`src/rtl/iro_bus_if.sv`:
```
// Parallel request side and serial bus side of the ring-oscillator configuration driver.
// master = word source / bus observer, slave = the driver itself.
interface iro_bus_if #(
  parameter int WIDTH = 16,
  parameter int DIV_W = 8
);
  logic [WIDTH-1:0] tx_data;
  logic             tx_valid;
  logic             tx_ready;
  logic [DIV_W-1:0] div;
  logic             lsb_first;
  logic             bdat;
  logic             bclk;
  logic             hold;
  logic             busy;
  logic             done;

  modport master (
    output tx_data, tx_valid, div, lsb_first,
    input  tx_ready, bdat, bclk, hold, busy, done
  );

  modport slave (
    input  tx_data, tx_valid, div, lsb_first,
    output tx_ready, bdat, bclk, hold, busy, done
  );
endinterface

```
`src/rtl/iro_bus_driver.sv`:
```
// Serialises a configuration word onto bdat/bclk at a programmable half-period,
// framed by hold, with a one-cycle done pulse after the guard phase.
module iro_bus_driver #(
    parameter int WIDTH = 16,
    parameter int DIV_W = 8
) (
    input logic   clk,
    input logic   rst,
    iro_bus_if.slave bus
);

    localparam int BIT_W = (WIDTH > 1) ? $clog2(WIDTH) : 1;
    localparam logic [BIT_W-1:0] LAST_BIT = BIT_W'(WIDTH - 1);

    typedef enum logic [1:0] {
        IDLE,
        LOW,
        HIGH,
        GUARD
    } state_t;

    state_t           state_q, state_d;
    logic [DIV_W-1:0] div_q, div_d;
    logic [DIV_W-1:0] phase_q, phase_d;
    logic [BIT_W-1:0] bit_q, bit_d;
    logic [WIDTH-1:0] sr_q, sr_d;
    logic [WIDTH-1:0] tx_rev;
    logic             bdat_q, bdat_d;
    logic             bclk_q, hold_q;
    logic             done_q, done_d;
    logic             accept;
    logic             phase_end;

    // The shift register always presents the next bit at its MSB, so an
    // LSB-first word is simply loaded bit-reversed.
    always_comb begin
        for (int i = 0; i < WIDTH; i++) begin
            tx_rev[i] = bus.tx_data[WIDTH-1-i];
        end
    end

    assign accept    = bus.tx_valid && (state_q == IDLE);
    assign phase_end = (phase_q == div_q);

    // NOTE: every variable gets a default before the case; a path that leaves
    // one unassigned would infer a latch.
    always_comb begin
        state_d = state_q;
        div_d   = div_q;
        phase_d = phase_q;
        bit_d   = bit_q;
        sr_d    = sr_q;
        bdat_d  = bdat_q;
        done_d  = 1'b0;

        case (state_q)
            IDLE: begin
                bdat_d = 1'b0;
                if (accept) begin
                    state_d = LOW;
                    div_d   = bus.div;
                    phase_d = '0;
                    bit_d   = '0;
                    sr_d    = bus.lsb_first ? tx_rev : bus.tx_data;
                    bdat_d  = bus.lsb_first ? bus.tx_data[0] : bus.tx_data[WIDTH-1];
                end
            end
            LOW: begin
                if (phase_end) begin
                    state_d = HIGH;
                    phase_d = '0;
                end else begin
                    phase_d = phase_q + DIV_W'(1);
                end
            end
            HIGH: begin
                if (phase_end) begin
                    phase_d = '0;
                    if (bit_q == LAST_BIT) begin
                        state_d = GUARD;
                    end else begin
                        // bdat only moves here, on entry to LOW
                        state_d = LOW;
                        bit_d   = bit_q + BIT_W'(1);
                        sr_d    = sr_q << 1;
                        bdat_d  = sr_q[WIDTH-2];
                    end
                end else begin
                    phase_d = phase_q + DIV_W'(1);
                end
            end
            GUARD: begin
                if (phase_end) begin
                    state_d = IDLE;
                    phase_d = '0;
                    bdat_d  = 1'b0;
                    done_d  = 1'b1;
                end else begin
                    phase_d = phase_q + DIV_W'(1);
                end
            end
            default: state_d = IDLE;
        endcase
    end

    // NOTE: sequential state uses non-blocking assignments only, so every
    // register samples the pre-edge value of every other register.
    always_ff @(posedge clk) begin
        if (rst) begin
            // NOTE: the shift register is ordinary flops, not a RAM, so it is
            // cleared with the rest of the state.
            state_q <= IDLE;
            div_q   <= '0;
            phase_q <= '0;
            bit_q   <= '0;
            sr_q    <= '0;
            bdat_q  <= 1'b0;
            bclk_q  <= 1'b0;
            hold_q  <= 1'b0;
            done_q  <= 1'b0;
        end else begin
            state_q <= state_d;
            div_q   <= div_d;
            phase_q <= phase_d;
            bit_q   <= bit_d;
            sr_q    <= sr_d;
            bdat_q  <= bdat_d;
            bclk_q  <= (state_d == HIGH);
            hold_q  <= (state_d != IDLE);
            done_q  <= done_d;
        end
    end

    assign bus.tx_ready = (state_q == IDLE);
    assign bus.busy     = (state_q != IDLE);
    assign bus.bdat     = bdat_q;
    assign bus.bclk     = bclk_q;
    assign bus.hold     = hold_q;
    assign bus.done     = done_q;

endmodule

```
`src/flat_wrapper.sv`:
```
// flat-port wrapper written by rule: the top's interface ports become plain ports
module iro_bus_driver_flat 
#(
    parameter int WIDTH = 16,
    parameter int DIV_W = 8
)
  (clk, rst, bus_tx_data, bus_tx_valid, bus_div, bus_lsb_first, bus_tx_ready, bus_bdat, bus_bclk, bus_hold, bus_busy, bus_done);
  iro_bus_if #(.WIDTH(WIDTH), .DIV_W(DIV_W)) bus_i ();
  input logic clk;
  input logic rst;
  input wire logic [$bits(bus_i.tx_data)-1:0] bus_tx_data;
  input wire logic [$bits(bus_i.tx_valid)-1:0] bus_tx_valid;
  input wire logic [$bits(bus_i.div)-1:0] bus_div;
  input wire logic [$bits(bus_i.lsb_first)-1:0] bus_lsb_first;
  output wire logic [$bits(bus_i.tx_ready)-1:0] bus_tx_ready;
  output wire logic [$bits(bus_i.bdat)-1:0] bus_bdat;
  output wire logic [$bits(bus_i.bclk)-1:0] bus_bclk;
  output wire logic [$bits(bus_i.hold)-1:0] bus_hold;
  output wire logic [$bits(bus_i.busy)-1:0] bus_busy;
  output wire logic [$bits(bus_i.done)-1:0] bus_done;
  assign bus_i.tx_data = bus_tx_data;
  assign bus_i.tx_valid = bus_tx_valid;
  assign bus_i.div = bus_div;
  assign bus_i.lsb_first = bus_lsb_first;
  assign bus_tx_ready = bus_i.tx_ready;
  assign bus_bdat = bus_i.bdat;
  assign bus_bclk = bus_i.bclk;
  assign bus_hold = bus_i.hold;
  assign bus_busy = bus_i.busy;
  assign bus_done = bus_i.done;
  iro_bus_driver #(.WIDTH(WIDTH), .DIV_W(DIV_W)) u_core (.clk(clk), .rst(rst), .bus(bus_i));
endmodule
```
`config.mk`:
```
export PLATFORM = sky130hd
export DESIGN_NAME = iro_bus_driver_flat
export DESIGN_NICKNAME = d
export VERILOG_FILES = /design/src/rtl/iro_bus_if.sv /design/src/rtl/iro_bus_driver.sv /design/src/flat_wrapper.sv
export SDC_FILE = /design/constraint.sdc
export NUM_CORES = 1
export LEC_CHECK = 0
export CAP_MARGIN = 20
export CORE_MARGIN = 4
export CORE_UTILIZATION = 62
export CTS_BUF_LIST = sky130_fd_sc_hd__clkbuf_4
export DETAILED_ROUTE_END_ITERATION = 10
export DONT_BUFFER_PORTS = 1
export GPL_TIMING_DRIVEN = 0
export HOLD_SLACK_MARGIN = 0.1
export PLACE_DENSITY = 0.78
export SLEW_MARGIN = 10
export SYNTH_ARGS = -nofsm -noshare
export SYNTH_HDL_FRONTEND = slang
export SYNTH_SLANG_ARGS = --single-unit
```
`constraint.sdc`:
```
create_clock -name clk -period 4.28 [get_ports clk]
set_clock_uncertainty 0.2 [all_clocks]
set_input_delay 0.642 -clock clk [delete_from_list [all_inputs] [get_ports clk]]
set_output_delay 0.642 -clock clk [all_outputs]
set_load 0.1 [all_outputs]
```
==> results_dict.tcl <==
set metrics [dict create \
    status "completed" \
    clockPowerShare 0.169 \
    peakVddDrop_mv 0.361 \
    max_slew_margin 0.336 \
    rows 23 \
    cellInternalPower_w 0.000642 \
    cts_tree "done" \
    coreArea_sq_um 4030 \
    ctsResizeCount 0 \
    path_delay_family "buffers and inverters" \
    start_util 0.644 \
    async_flop_share 0 \
    yosysTopAreaCell "dfxtp_1" \
    period_share 0.719 \
    mappedNetlistArea_sq_um 2590 \
    firstDrtPassIters 5 \
    slew_violations 0 \
    place_congestion 0.856 \
    hold_viol 0 \
    antenna_cells 0 \
    endpoint_kind "output pin" \
    synth_most_common_cell "nand2_1" \
    swShare 0.436 \
    antenna_found_initial 0 \
    nNetsFinal 367 \
    synth_warnings 0 \
    ios 34 \
    drive_gt1_frac 0.0920 \
    finalWorstSetupSlack_ps 1200 \
    hold_buffers 0 \
    ys_types 46 \
    post_cts_buffers 0 \
    hold_path.class "in2reg" \
    synth.top_cell.area_share 0.316 \
    clk_pin_slew_worst_paths_ps 120 \
    cpMaxStageDelayCell "inv_1" \
    combPwrFrac 0.383 \
    whs_path_depth 2 \
    drt_wl_total_microns 6670 \
    setup_violations 0 \
    antenna_left 0 \
    max_slew.worst_pin.slew_ps 995 \
    track_usage 0.264 \
    cp_common_cell "buf_2" \
    clk_latency_ps 350 \
    worst-path-buf-inv 3 \
    finalCriticalPeriod_ps 3080 \
    cp_max_fo 10 \
    htreeDepth 2 \
    tns_ps 0 \
    critical_path_class "reg2out" \
    drc_errors 0 \
    die_y_microns 72.7 \
    yosysSeqAreaShare 0.316 \
    wl_per_cell_microns 17.2 \
    synth_nets 360 \
    drv_cap 0 \
    drt_iter0_markers 247 \
    syn2layout_area_growth_pct 4.29 \
    portBuffers 0 \
    r2r_slack_ps 1530 \
    seq_power_share 0.449 \
    crit_chain "buf_2 > or2_1 > buf_2 > inv_1" \
    dp_slack_ps 1540 \
    clk_path_buf_depth 2 \
    cellLeakagePower_nw 0.945 \
    crit_cells 4 \
    vias_per_cell 6.43 \
    clock-sinks 41 \
    grt_max_degree 12 \
    synthTopCellsByCount "nand2_1, dfxtp_1, a21oi_1, nand3_1, nand4_1" \
    clockRootBuffer "clkbuf_4" \
    synth_edf_count 0 \
    synth.area.top_cells "dfxtp_1, nand2_1, mux2i_1, nor4b_1, nand4_1" \
    startpoint_type "flop" \
    numCtsBuffers 5 \
    synth_area_per_cell_sq_um 7.86 \
    critPathArrivalTime_ps 2230 \
    fp.dieArea_sq_um 5280 \
    grt_pass1_vias 2375 \
    grt_pass1_wl_microns 11100 \
    final_core_utilization 0.671 \
    synthCells 330 \
    hpwlAfterDp_microns 4810 \
    switchingPower_w 0.000496 \
    vias 2488 \
    ys_seq_elements 41 \
    gr-total-overflow 0 \
    reg2reg_depth 6 \
    power_density_nw_per_um2 420 \
    fmax_mhz 325 \
    cp_slowest_stage_delay_ps 640 \
    cp_data_required_time_ps 3440 \
    grt_setup_unrepaired "no" \
    synth_flop_cell "dfxtp_1" \
    die_x_microns 72.7 \
]
cell type report:
| class | instances | area, sq um |
|---|---|---|
| clock inverters | 1 | 3.75 |
| clock buffers | 6 | 45.0 |
| well taps | 50 | 62.6 |
| multi-input cells | 255 | 1620 |
| inverters | 1 | 3.75 |
| fillers | 384 | 1320 |
| flip-flops and latches | 41 | 821 |
| plain buffers | 33 | 153 |
state kept, by name, indices dropped and copies added (netlist names):
name	flops
u_core.bit_q	4
u_core.bus.bclk	1
u_core.bus.bdat	1
u_core.bus.done	1
u_core.bus.hold	1
u_core.div_q	8
u_core.phase_q	8
u_core.sr_q	15
u_core.state_q	2
cells by family (layout without fill, tap and decap cells):
kind of cell	Yosys count	in the layout	synth area share
compound gates	73	73	0.183
simple gates	154	154	0.330
buf+inv	34	41	0.0603
mux	18	18	0.0704
flops	41	41	0.316
xor+xnor	8	8	0.0299
fa+ha+maj	2	2	0.00965
per-stage QoR:
stage               total power (W)  area, sq um  hold slack (ps)  instances
floorplan                  0.000843         2590              249        330
global placement           0.000940         2660              256        380
detailed placement         0.000947         2660              260        380
CTS                         0.00113         2710              203        387
global route                0.00120         2710              209        387
finish                      0.00114         2710              211        387
final timing paths:
check                     from              end
min reg2reg    u_core.div_q[3]  u_core.div_q[3]
min                 bus_div[3]  u_core.div_q[3]
max reg2reg  u_core.state_q[0]  u_core.bus.bdat
max          u_core.state_q[0]     bus_tx_ready
power groups by stage:
stage	Combinational (W)	Sequential [W]	Clock (W)
floorplan	0.000338	0.000505	0
finish	0.000435	0.000511	0.000192
CTS	0.000430	0.000509	0.000196
global route	0.000474	0.000516	0.000214
detailed placement	0.000429	0.000518	0
global placement	0.000424	0.000516	0
placed cells by master (no fill, tap or decap), types with 2 or more instances in the layout:
cell      count
nand2_1      57
dfxtp_1      41
a21oi_1      20
nand4_1      18
nand3_1      18
o21ai_0      16
mux2i_1      16
clkbuf_1     15
o211ai_1     15
buf_2        14
nor4b_1      14
nor3b_1      14
xnor2_1       7
nor2_1        7
o221ai_1      6
clkbuf_4      6
nor2b_1       4
nor3_1        3
o21a_1        3
and2_1        3
a311oi_1      3
a211oi_1      3
o311ai_0      3
nor2_2        2
buf_1         2
and4_1        2
nor4_1        2
mux2_2        2
ha_1          2
per-layer routing:
layer / global-route usage / up-vias / share of wire
li1: - / 1239 / -
met1: 0.332 / 1161 / 0.42
met2: 0.459 / 83 / 0.50
met3: 0.0496 / 5 / 0.069
met4: 0.0717 / 0 / 0.0078
met5: 0 / - / 0
Power figures use the tool's default switching activity.
